`config.mk`:
```
export PLATFORM = sky130hd
export DESIGN_NAME = bypass_history
export DESIGN_NICKNAME = d
export VERILOG_FILES = /design/src/rtl/bypass_history.sv
export SDC_FILE = /design/constraint.sdc
export NUM_CORES = 1
export LEC_CHECK = 0
export CORE_MARGIN = 5
export CORE_UTILIZATION = 37
export DETAILED_ROUTE_END_ITERATION = 6
export GPL_TIMING_DRIVEN = 1
export PLACE_DENSITY = 0.58
export SLEW_MARGIN = 20
export SYNTH_ARGS = -nofsm -noshare
export SYNTH_HDL_FRONTEND = slang
export SYNTH_SLANG_ARGS = --single-unit
export TNS_END_PERCENT = 30
```
`constraint.sdc`:
```
create_clock -name clk -period 3.2 [get_ports clk]
set_clock_uncertainty 0.15 [all_clocks]
set_input_delay 0.64 -clock clk [delete_from_list [all_inputs] [get_ports clk]]
set_output_delay 0.64 -clock clk [all_outputs]
set_load 0.005 [all_outputs]
```
`src/rtl/bypass_history.sv`:
```
// Operand bypass history: a DEPTH-deep shift record of writeback results, with
// NUM_RD lookup ports that pick the youngest match. Define BYPASS_STATS_EN to add hit_cnt.
module bypass_history #(
  parameter int DATA_W = 16,
  parameter int ADDR_W = 5,
  parameter int DEPTH  = 3,
  parameter int NUM_RD = 2
) (
  input  logic                     clk,
  input  logic                     arst_n,
  input  logic                     stall,
  input  logic                     flush,
  input  logic                     wr_en,
  input  logic [ADDR_W-1:0]        wr_addr,
  input  logic [DATA_W-1:0]        wr_data,
  input  logic [NUM_RD*ADDR_W-1:0] rd_addr,
  input  logic [NUM_RD*DATA_W-1:0] rf_data,
  output logic [NUM_RD*DATA_W-1:0] rd_data,
  output logic [NUM_RD-1:0]        rd_hit,
  output logic [NUM_RD*4-1:0]      rd_src
`ifdef BYPASS_STATS_EN
  ,
  output logic [NUM_RD*16-1:0]     hit_cnt
`endif
);

  logic              slot_vld  [DEPTH];
  logic [ADDR_W-1:0] slot_addr [DEPTH];
  logic [DATA_W-1:0] slot_data [DEPTH];

  // Flush only clears valid bits; stale addr/data are never observed.
  always_ff @(posedge clk or negedge arst_n) begin
    if (!arst_n) begin
      for (int k = 0; k < DEPTH; k++) begin
        slot_vld[k]  <= 1'b0;
        slot_addr[k] <= '0;
        slot_data[k] <= '0;
      end
    end else if (flush) begin
      for (int k = 0; k < DEPTH; k++) slot_vld[k] <= 1'b0;
    end else if (!stall) begin
      slot_vld[0]  <= wr_en && (wr_addr != '0);
      slot_addr[0] <= wr_addr;
      slot_data[0] <= wr_data;
      for (int k = 1; k < DEPTH; k++) begin
        slot_vld[k]  <= slot_vld[k-1];
        slot_addr[k] <= slot_addr[k-1];
        slot_data[k] <= slot_data[k-1];
      end
    end
  end

  // Sources are applied lowest priority first so later assignments win.
  always_comb begin
    rd_data = rf_data;
    rd_hit  = '0;
    rd_src  = '0;
    for (int p = 0; p < NUM_RD; p++) begin
      for (int k = DEPTH - 1; k >= 0; k--) begin
        if (slot_vld[k] && (slot_addr[k] == rd_addr[p*ADDR_W +: ADDR_W])) begin
          rd_data[p*DATA_W +: DATA_W] = slot_data[k];
          rd_hit[p]                   = 1'b1;
          rd_src[p*4 +: 4]            = 4'(k + 2);
        end
      end
      if (wr_en && (wr_addr == rd_addr[p*ADDR_W +: ADDR_W])) begin
        rd_data[p*DATA_W +: DATA_W] = wr_data;
        rd_hit[p]                   = 1'b1;
        rd_src[p*4 +: 4]            = 4'd1;
      end
      if (rd_addr[p*ADDR_W +: ADDR_W] == '0) begin
        rd_data[p*DATA_W +: DATA_W] = '0;
        rd_hit[p]                   = 1'b0;
        rd_src[p*4 +: 4]            = 4'd0;
      end
    end
  end

`ifdef BYPASS_STATS_EN
  logic [15:0] cnt [NUM_RD];

  always_ff @(posedge clk or negedge arst_n) begin
    if (!arst_n) begin
      for (int p = 0; p < NUM_RD; p++) cnt[p] <= '0;
    end else if (!stall) begin
      for (int p = 0; p < NUM_RD; p++)
        if (rd_hit[p] && (cnt[p] != 16'hFFFF)) cnt[p] <= cnt[p] + 16'd1;
    end
  end

  always_comb begin
    hit_cnt = '0;
    for (int p = 0; p < NUM_RD; p++) hit_cnt[p*16 +: 16] = cnt[p];
  end
`endif

endmodule
```
==> flow_metrics.env <==
export IMPL_core_sq_mm=0.0128
export IMPL_cp_start_kind="input pin"
export IMPL_yosysWarningCount=0
export IMPL_drt_initial_drc_count=483
export IMPL_synth_area_sq_mm=0.00486
export IMPL_min_period_ps=3200
export IMPL_post_route_drc_count=0
export IMPL_setup_violations_final=1
export IMPL_antenna_found_initial=0
export IMPL_final_common_cell="buf_4"
export IMPL_die_y_um=125
export IMPL_rsz0062_at_grt="true"
export IMPL_cp_max_fo=4
export IMPL_synth_main_ff_cell="dfrtp_1"
export IMPL_cts_buffers=9
export IMPL_finalWorstSetupSlack_ps=-0.359
export IMPL_viasPerCell=5.79
export IMPL_gp_congestion=0.945
export IMPL_vias=4974
export IMPL_yosysTopAreaCellShare_pct=34.0
export IMPL_rows=41
export IMPL_ant_nets=0
export IMPL_synth_area_top_cells="dfrtp_1, mux2_2, a211oi_1"
export IMPL_synth_top_area_cell="dfrtp_1"
export IMPL_holdCritPathClass="register to register"
export IMPL_ir_worst_vdd_mv=0.372
export IMPL_start_util_pct=38.1
export IMPL_async_flop_share_pct=100
export IMPL_grt_usage_pct=23.1
export IMPL_final_cell_mix="buf_4, dfrtp_1, mux2_2"
export IMPL_p_seq_share_pct=40.0
export IMPL_p_total_mw=3.15
export IMPL_seq_area_frac_synth_pct=34.0
export IMPL_finalCritPeriodShare_pct=100
export IMPL_layout_nets=750
export IMPL_clkPwrFrac_pct=32.0
export IMPL_io_pins=110
export IMPL_power_switching_share_pct=32.2
export IMPL_clk_pin_slew_worst_paths_ps=50
export IMPL_hold_violations=0
export IMPL_leakage_nw=2.81
export IMPL_cts_tree="built"
export IMPL_syn_to_final_growth_pct=47.6
export IMPL_wl_per_cell_um=21.2
export IMPL_firstDrtPassIters=7
export IMPL_synth_edf_count=0
export IMPL_powerDensity_mw_per_mm2=439
export IMPL_synth_avg_cell_area_sq_um=9.03
export IMPL_grt_pass1_wl_um=28600
export IMPL_grt_pass1_vias=5003
export IMPL_clock_root_buffer="clkbuf_16"
export IMPL_end_kind="primary output"
export IMPL_clock_latency_ps=330
export IMPL_synth_seq_cells=66
export IMPL_synth_cell_types=37
export IMPL_htree_levels=3
export IMPL_n_antenna_cell=0
export IMPL_postPlaceCellArea_sq_mm=0.00650
export IMPL_cp_required_ps=2410
export IMPL_cap_violations=0
export IMPL_arrival_ps=2410
export IMPL_slew_viol_final=0
export IMPL_io_buffers=107
export IMPL_p_int_mw=2.14
export IMPL_p_switching_mw=1.01
export IMPL_grt_max_degree=67
export IMPL_numClockSinks=66
export IMPL_die_w_um=125
export IMPL_worstSetupPathType="input pin to primary output"
export IMPL_synth_cells=539
export IMPL_hpwl_um=13200
export IMPL_timing_fmax_mhz=312
export IMPL_stdcell_area_sq_mm=0.00718
export IMPL_pwr_share_comb_pct=27.9
export IMPL_grt_ovfl_total=0
export IMPL_drt_wl_total_um=18200
export IMPL_violations="negative setup slack"
export IMPL_dieArea_sq_mm=0.0155
export IMPL_cts_max_path_buffers=2
export IMPL_status="finished, violations left"
export IMPL_drive_above_1_share_pct=42.5
flip-flops by register name, indices dropped and copies added (netlist names):
| name | cells |
|---|---|
| slot_data | 48 |
| slot_addr | 15 |
| slot_vld | 3 |
power groups by stage:
stage	clock network, mW	logic [mW]	registers [mW]
after global placement	0	0.821	1.24
after detailed placement	0	0.838	1.25
after CTS	1.02	0.856	1.24
final	1.01	0.880	1.26
after global routing	1.05	0.946	1.28
after floorplan	0	0.485	1.17
repair_timing:
item                                    CTS  global route
cloned                                    2             0
endpoints found under the setup margin   40            40
hold endpoints to repair                  5             0
gates resized for setup                 234            59
hold buffers                              1             0
pin swaps                                30            15
setup buffers                            10             2
worst paths after layout:
path	slack (ps)	end	cells past startpoint	startpoint
worst max-delay path	-0.4	rd_src[5]	9	rd_addr[7]
worst min-delay path	390	slot_data[11]	1	slot_data[11]
worst max register to register	2090	slot_addr[3]	2	slot_addr[8]
worst min register to register	390	slot_data[11]	1	slot_data[11]
max in group asynchronous	1800	slot_data[42]	3	arst_n
min in group asynchronous	530	slot_addr[8]	2	arst_n
worst max-delay path, stage by stage:
cell           delay, ps
clkbuf_4             150
xor2_1               150
nor4_2               400
buf_4                190
nand3_2               80
buf_6                150
buf_4                150
a211oi_4             240
dlygate4sd2_1        260
stage by stage:
step / cells / hold slack [ps] / setup slack [ps] / TNS [ps] / util, %
2_1_floorplan: 540 / 194 / 265 / 0 / -
3_3_place_gp: 828 / 342 / -1010 / -34220 / 50.9
3_5_place_dp: 828 / 344 / -1010 / -34660 / 50.9
4_1_cts: 857 / 382 / -180 / -766 / 55.7
5_1_grt: 859 / 395 / -23.7 / -127 / 56.2
6_report: 859 / 387 / -0.359 / -0.359 / 56.2
area by class of cell:
class / count / area, sq um
multi-input combinational: 394 / 3280
sequential: 66 / 1650
clock inverter: 2 / 35.0
fill: 1114 / 5590
clock buffer: 14 / 264
inverter: 19 / 71.3
timing repair buffer: 192 / 1660
tap: 172 / 215
layer usage:
| layer | part of all wire [%] | vias to the layer above | GRT usage, % |
|---|---|---|---|
| li1 | - | 2271 | - |
| met1 | 43 | 2435 | 31.3 |
| met2 | 47 | 233 | 37.1 |
| met3 | 7.2 | 35 | 4.46 |
| met4 | 2.5 | 0 | 7.48 |
| met5 | 0 | - | 0 |
kinds of logic (layout without fill, tap and decap cells):
kind of cell / Yosys count / count (layout) / share of synthesized area, %
compound gates: 134 / 134 / 20.9
mux: 66 / 66 / 15.2
buf+inv: 80 / 227 / 7.69
simple gates: 152 / 152 / 15.0
other cells: 1 / 2 / 0.0771
flops: 66 / 66 / 34.0
xor+xnor: 40 / 40 / 7.20
synth_stat cells (2+ instances only):
cell	number
o32ai_1	8
a21oi_1	14
buf_2	20
buf_1	3
o22ai_1	15
clkbuf_1	28
and3_1	3
xnor2_1	24
o211ai_1	15
buf_6	3
and2_1	4
nand4_1	4
or2_1	3
nand3_1	44
buf_4	7
nor3_1	23
dfrtp_1	66
xor2_1	16
o211a_1	3
nor2_1	53
a31oi_1	18
nor4_1	3
o32ai_2	9
mux2i_1	2
o21ai_0	7
nand2_1	10
or4_1	2
inv_1	19
mux2_2	64
a211oi_1	42
Note: power is estimated with default switching activity, not from simulation.
